<file path="config.mk">
export PLATFORM = sky130hd
export DESIGN_NAME = mul_23_recon_flat
export DESIGN_NICKNAME = d
export VERILOG_FILES = /design/src/rtl/mul_23_recon_if.sv /design/src/rtl/mul_23_recon.sv /design/src/flat_wrapper.sv
export SDC_FILE = /design/constraint.sdc
export NUM_CORES = 1
export LEC_CHECK = 0
export BUFFER_PORTS_ARGS = -buffer_cell sky130_fd_sc_hd__clkbuf_2
export CELL_PAD_IN_SITES_DETAIL_PLACEMENT = 0
export CELL_PAD_IN_SITES_GLOBAL_PLACEMENT = 1
export CORE_MARGIN = 2
export CORE_UTILIZATION = 35
export CTS_CLUSTER_DIAMETER = 60
export DETAILED_ROUTE_END_ITERATION = 16
export PLACE_DENSITY = 0.64
export RECOVER_POWER = 25
export SKIP_CTS_REPAIR_TIMING = 1
export SLEW_MARGIN = 30
export SYNTH_ARGS = -nofsm -noshare
export SYNTH_HDL_FRONTEND = slang
export SYNTH_SLANG_ARGS = --single-unit
</file>
<file path="constraint.sdc">
create_clock -name clk -period 6 [get_ports clk]
set_input_delay 0.3 -clock clk [delete_from_list [all_inputs] [get_ports clk]]
set_output_delay 0.3 -clock clk [all_outputs]
set_load 0.03 [all_outputs]
</file>
<file path="src/rtl/mul_23_recon_if.sv">
// Handshake bus for mul_23_recon: Q/R pair in, reconstructed dividend X out.
interface mul_23_recon_if;
  logic        in_valid;
  logic        in_ready;
  logic [59:0] Q_in;
  logic [4:0]  R_in;
  logic        out_valid;
  logic        out_ready;
  logic [63:0] X_out;
  logic        err_out;

  modport master (
    output in_valid, Q_in, R_in, out_ready,
    input  in_ready, out_valid, X_out, err_out
  );

  modport slave (
    input  in_valid, Q_in, R_in, out_ready,
    output in_ready, out_valid, X_out, err_out
  );
endinterface

</file>
<file path="src/rtl/mul_23_recon.sv">
// Serial shift-add reconstruction X = 23*Q + R, one constant bit per cycle.
// Optional RECON_ERR_EN builds the R >= 23 and 64-bit overflow detection on err_out.
module mul_23_recon (
  input  logic         clk,
  input  logic         rst_n,
  mul_23_recon_if.slave bus
);

`ifdef RECON_ERR_EN
  localparam int ACC_W = 66;
`else
  localparam int ACC_W = 64;
`endif

  // Bits of the constant 23, padded so every 3-bit step index selects a defined bit.
  localparam logic [7:0] K_BITS = 8'b0001_0111;

  typedef enum logic [1:0] {
    IDLE = 2'd0,
    CALC = 2'd1,
    DONE = 2'd2
  } state_e;

  state_e           state_q, state_d;
  logic [ACC_W-1:0] acc_q, acc_d;
  logic [59:0]      q_reg_q, q_reg_d;
  logic [2:0]       k_q, k_d;
  logic [63:0]      x_q, x_d;
  logic             err_q, err_d;
`ifdef RECON_ERR_EN
  logic             r_big_q, r_big_d;
`endif

  // Next-state and datapath: accept, shift-add over k = 0..4, then hold result.
  always_comb begin
    state_d = state_q;
    acc_d   = acc_q;
    q_reg_d = q_reg_q;
    k_d     = k_q;
    x_d     = x_q;
    err_d   = err_q;
`ifdef RECON_ERR_EN
    r_big_d = r_big_q;
`endif
    case (state_q)
      IDLE: begin
        if (bus.in_valid) begin
          q_reg_d = bus.Q_in;
          acc_d   = {{(ACC_W-5){1'b0}}, bus.R_in};
          k_d     = 3'd0;
`ifdef RECON_ERR_EN
          r_big_d = (bus.R_in >= 5'd23);
`endif
          state_d = CALC;
        end else begin
          state_d = IDLE;
        end
      end
      CALC: begin
        if (K_BITS[k_q]) begin
          acc_d = acc_q + ({{(ACC_W-60){1'b0}}, q_reg_q} << k_q);
        end else begin
          acc_d = acc_q;
        end
        k_d = k_q + 3'd1;
        if (k_q == 3'd4) begin
          state_d = DONE;
          x_d     = acc_d[63:0];
`ifdef RECON_ERR_EN
          err_d   = r_big_q | (acc_d[65:64] != 2'b00);
`else
          err_d   = 1'b0;
`endif
        end else begin
          state_d = CALC;
        end
      end
      DONE: begin
        if (bus.out_ready) begin
          state_d = IDLE;
        end else begin
          state_d = DONE;
        end
      end
      default: begin
        state_d = IDLE;
      end
    endcase
  end

  // State and datapath registers; reset abandons any operation in flight.
  always_ff @(posedge clk or negedge rst_n) begin
    if (!rst_n) begin
      state_q <= IDLE;
      acc_q   <= '0;
      q_reg_q <= '0;
      k_q     <= 3'd0;
      x_q     <= 64'd0;
      err_q   <= 1'b0;
`ifdef RECON_ERR_EN
      r_big_q <= 1'b0;
`endif
    end else begin
      state_q <= state_d;
      acc_q   <= acc_d;
      q_reg_q <= q_reg_d;
      k_q     <= k_d;
      x_q     <= x_d;
      err_q   <= err_d;
`ifdef RECON_ERR_EN
      r_big_q <= r_big_d;
`endif
    end
  end

  assign bus.in_ready  = (state_q == IDLE);
  assign bus.out_valid = (state_q == DONE);
  assign bus.X_out     = x_q;
  assign bus.err_out   = err_q;

endmodule
</file>
<file path="src/flat_wrapper.sv">
// flat-port wrapper written by rule: the top's interface ports become plain ports
module mul_23_recon_flat 
  (clk, rst_n, bus_in_valid, bus_Q_in, bus_R_in, bus_out_ready, bus_in_ready, bus_out_valid, bus_X_out, bus_err_out);
  mul_23_recon_if bus_i ();
  input  logic clk;
  input  logic rst_n;
  input wire logic [$bits(bus_i.in_valid)-1:0] bus_in_valid;
  input wire logic [$bits(bus_i.Q_in)-1:0] bus_Q_in;
  input wire logic [$bits(bus_i.R_in)-1:0] bus_R_in;
  input wire logic [$bits(bus_i.out_ready)-1:0] bus_out_ready;
  output wire logic [$bits(bus_i.in_ready)-1:0] bus_in_ready;
  output wire logic [$bits(bus_i.out_valid)-1:0] bus_out_valid;
  output wire logic [$bits(bus_i.X_out)-1:0] bus_X_out;
  output wire logic [$bits(bus_i.err_out)-1:0] bus_err_out;
  assign bus_i.in_valid = bus_in_valid;
  assign bus_i.Q_in = bus_Q_in;
  assign bus_i.R_in = bus_R_in;
  assign bus_i.out_ready = bus_out_ready;
  assign bus_in_ready = bus_i.in_ready;
  assign bus_out_valid = bus_i.out_valid;
  assign bus_X_out = bus_i.X_out;
  assign bus_err_out = bus_i.err_out;
  mul_23_recon u_core (.clk(clk), .rst_n(rst_n), .bus(bus_i));
endmodule
</file>
==> results.md <==
- Status: finished, violations left
- Failing checks: capacitance limit, slew limit
- Post-synth EDFFs: 0
- Sequential area share after synthesis: 36.7%
- Initial DRT Pass Iterations: 5
- Clock Path Buffers: 2
- Core Util, Final: about two fifths
- HPWL Detailed: 29,300 µm
- GRT Overall Usage: 20.7%
- Io pins: 136
- Most common cell after layout, fill and taps aside: nand2_1
- Hold Path Stages: 3
- Synth Register Bits: 193
- Worst Path Arrival: between 5 and 6 ns
- Antenna viol nets, final: 0
- FFs w/ async S/R, synth: 100%
- Setup Skew: 0.0159 ns
- Synth warnings: 0
- Clk sinks: 193
- Number of remaining DRC errors: 0
- Dominant synthesized flop cell: dfrtp_1
- Hold Path Class: input port to flip-flop
- Net count, final: 1,652
- Post-Syn Area per Cell: 9.17 µm²
- Clk root buf: clkbuf_16
- Row count: 70
- Layout cells sized above 1: between 10% and 20%
- Worst slew pin tran: 3.32 ns
- DRT Wirelength: 39,800 µm
- Initial Util: a little over a third
- R2R cell count: 14
- Fin. Hold Viols: 0
- Clock latency on the worst-skew pair: 0.46 ns
- Worst R2R Setup Slack: 0.91 ns
- Beginning of the worst hold path: bus_Q_in[59]
- DR vias: roughly 11,000
- Netlist cell types: 73
- Cells after DPL: 1,964
- WL/cell: 19.9 µm
- Die Width: 198 µm
- CP Capture Type: flip-flop
- Max Clk Rate: 196 MHz
- Commonest non-fill, non-tap cells in the layout: nand2_1 (350), dfrtp_1 (190), o21ai_0 (106), clkbuf_2 (79), a21oi_1 (78)
- Vias/cell: 5.51
- Die ar.: 39,100 µm²
- RSZ-0062 raised after global routing: false
- Slew Viols, Final: 62
- Htree depth: 4
- Placed cell areas: 14,200 µm²
- Post-synthesis cell area: 13,100 µm²
- Post-synthesis cell count: approximately 1,400
- Clock transition at path regs: 0.08 ns
- Initial antenna violation count: 0
- Setup TNS Final: 0 ns
- Global-route wire length before repair: around 63,000 µm
- TritonCTS Buffers: 17
- Cell Count, Final, Fillers Out: 1,998
- CP Class: flip-flop to flip-flop
- Max transition margin: -122%
- Grt total ovfl: 0
- Initial drt markers: 725
- PortBufs: 134
- Final setup vio count: 0
- Tmin final: 5.09 ns
- Diode count: 0
- Max-cap violations: 1
- Final period utilization: 84.9%
- CP required: 6.34 ns
- Critical Path Fanout Max: 14
- Area Overhead vs Synth: 12.3%
- FF-to-FF Start: u_core.k_q[1]$_DFFE_PN0P_
- Worst Hold Endpoint: u_core.q_reg_q[59]$_DFFE_PN0P_
- Design Area, Final: 14,800 µm²
- Vias in the first global route: 10,700
- Largest net degree at the start of global routing: 86
- Syn nets: roughly 1,600
- CTS tree: yes
- Die Ht: between 150 and 200 µm
- Startpoint type of the worst setup path: flip-flop
- Total core area: roughly 37,000 µm²
- Final weighted congestion in routability-driven placement: 0.851
- FF-to-FF End: u_core.bus.X_out[63]$_DFFE_PN0P_
worst max-delay path by stage:
stage                                         start  cells past startpoint  slack [ns]                               end
after floorplan           u_core.k_q[0]$_DFFE_PN0P_                     16        1.15  u_core.bus.X_out[63]$_DFFE_PN0P_
after global placement    u_core.k_q[1]$_DFFE_PN0P_                     14        0.93      u_core.acc_q[51]$_DFFE_PN0P_
after detailed placement  u_core.k_q[1]$_DFFE_PN0P_                     14        0.90  u_core.bus.X_out[58]$_DFFE_PN0P_
after CTS                 u_core.k_q[1]$_DFFE_PN0P_                     14        0.88  u_core.bus.X_out[58]$_DFFE_PN0P_
after global routing      u_core.k_q[0]$_DFFE_PN0P_                     16        0.55      u_core.acc_q[58]$_DFFE_PN0P_
final                     u_core.k_q[1]$_DFFE_PN0P_                     14        0.91  u_core.bus.X_out[63]$_DFFE_PN0P_
through the flow:
stage	worst slack, ns	hold WS, ns
2_1_floorplan	1.15	0.00441
3_3_place_gp	0.933	0.318
3_5_place_dp	0.904	0.314
4_1_cts	0.878	-0.182
5_1_grt	0.550	0.0170
6_report	0.907	0.0272
cell usage after synthesis (3+ instances only):
| cell | n | area, µm² |
|---|---|---|
| a211o_1 | 4 | 35.0 |
| a211oi_1 | 5 | 37.5 |
| a21o_1 | 45 | 338 |
| a21oi_1 | 78 | 390 |
| a221oi_1 | 3 | 26.3 |
| a22o_1 | 25 | 219 |
| a311oi_1 | 3 | 26.3 |
| a31oi_1 | 6 | 37.5 |
| and2_1 | 4 | 25.0 |
| and3_1 | 6 | 37.5 |
| buf_1 | 7 | 26.3 |
| clkbuf_1 | 79 | 297 |
| dfrtp_1 | 193 | 4830 |
| ha_1 | 65 | 813 |
| inv_1 | 20 | 75.1 |
| mux2_2 | 73 | 822 |
| mux2i_1 | 9 | 90.1 |
| mux4_2 | 48 | 1080 |
| nand2_1 | 351 | 1320 |
| nand2b_1 | 5 | 31.3 |
| nand3_1 | 20 | 100 |
| nand4_1 | 30 | 188 |
| nor2_1 | 57 | 214 |
| nor2b_1 | 6 | 37.5 |
| nor3_1 | 16 | 80.1 |
| nor4_1 | 3 | 18.8 |
| o211ai_1 | 7 | 52.6 |
| o21a_1 | 11 | 82.6 |
| o21ai_0 | 106 | 531 |
| o21ai_1 | 4 | 20.0 |
| o21bai_1 | 16 | 120 |
| o22ai_1 | 5 | 31.3 |
| o31a_1 | 5 | 43.8 |
| o31ai_1 | 10 | 75.1 |
| o41ai_1 | 4 | 35.0 |
| or2_2 | 3 | 18.8 |
| or4_1 | 3 | 22.5 |
| xnor2_1 | 29 | 254 |
| xor2_1 | 29 | 254 |
state kept, by name, summed over array words and instances (netlist names):
register	count
u_core.state_q	2
u_core.bus.X_out	64
u_core.q_reg_q	60
u_core.acc_q	64
u_core.k_q	3
layout make-up:
| class | instances | area, µm² |
|---|---|---|
| Fill cell | 3813 | 22000 |
| Inverter | 21 | 78.8 |
| Timing Repair Buffer | 155 | 791 |
| Clock inverter | 10 | 103 |
| Tap cell | 468 | 586 |
| Multi-Input combinational cell | 1129 | 7910 |
| Clock buffer | 22 | 464 |
| Sequential cell | 193 | 4840 |
critical path: stages, from the launching register on:
cell and delay [ns]:
dfrtp_2 0.58, buf_4 0.30, mux2_2 0.43, mux4_2 0.47, ha_1 0.39, a21oi_1 0.28
o21bai_1 0.12, a21oi_2 0.35, nor3_1 0.10, nor3_2 0.40, o21ai_0 0.21, a41o_1 0.31
or3b_2 0.52, and4b_1 0.22, a211o_1 0.27
per-layer routing:
| layer | GRT usage, % | wire, µm | vias to the layer above |
|---|---|---|---|
| li1 | - | - | 5315 |
| met2 | 31.8 | 17900 | 252 |
| met3 | 2.79 | 1520 | 24 |
| met1 | 30.8 | 19900 | 5423 |
| met5 | 0 | 0 | - |
| met4 | 4.59 | 402 | 0 |
cells by family after synthesis:
| logic type | count (synthesis) | share of synthesized area [%] |
|---|---|---|
| other | 1 | 0.0285 |
| DFF | 193 | 36.7 |
| muxes | 130 | 15.2 |
| adders and majority gates | 66 | 6.34 |
| AOI/OAI and AO/OA | 358 | 17.9 |
| xor gates and xnor gates | 58 | 3.86 |
| buffers and inverters | 111 | 3.27 |
| and+or+nand+nor | 516 | 16.7 |
Power is left out: the tool's default activity adds up to more than one toggle a clock period on the data nets, which glitch-free logic cannot reach.
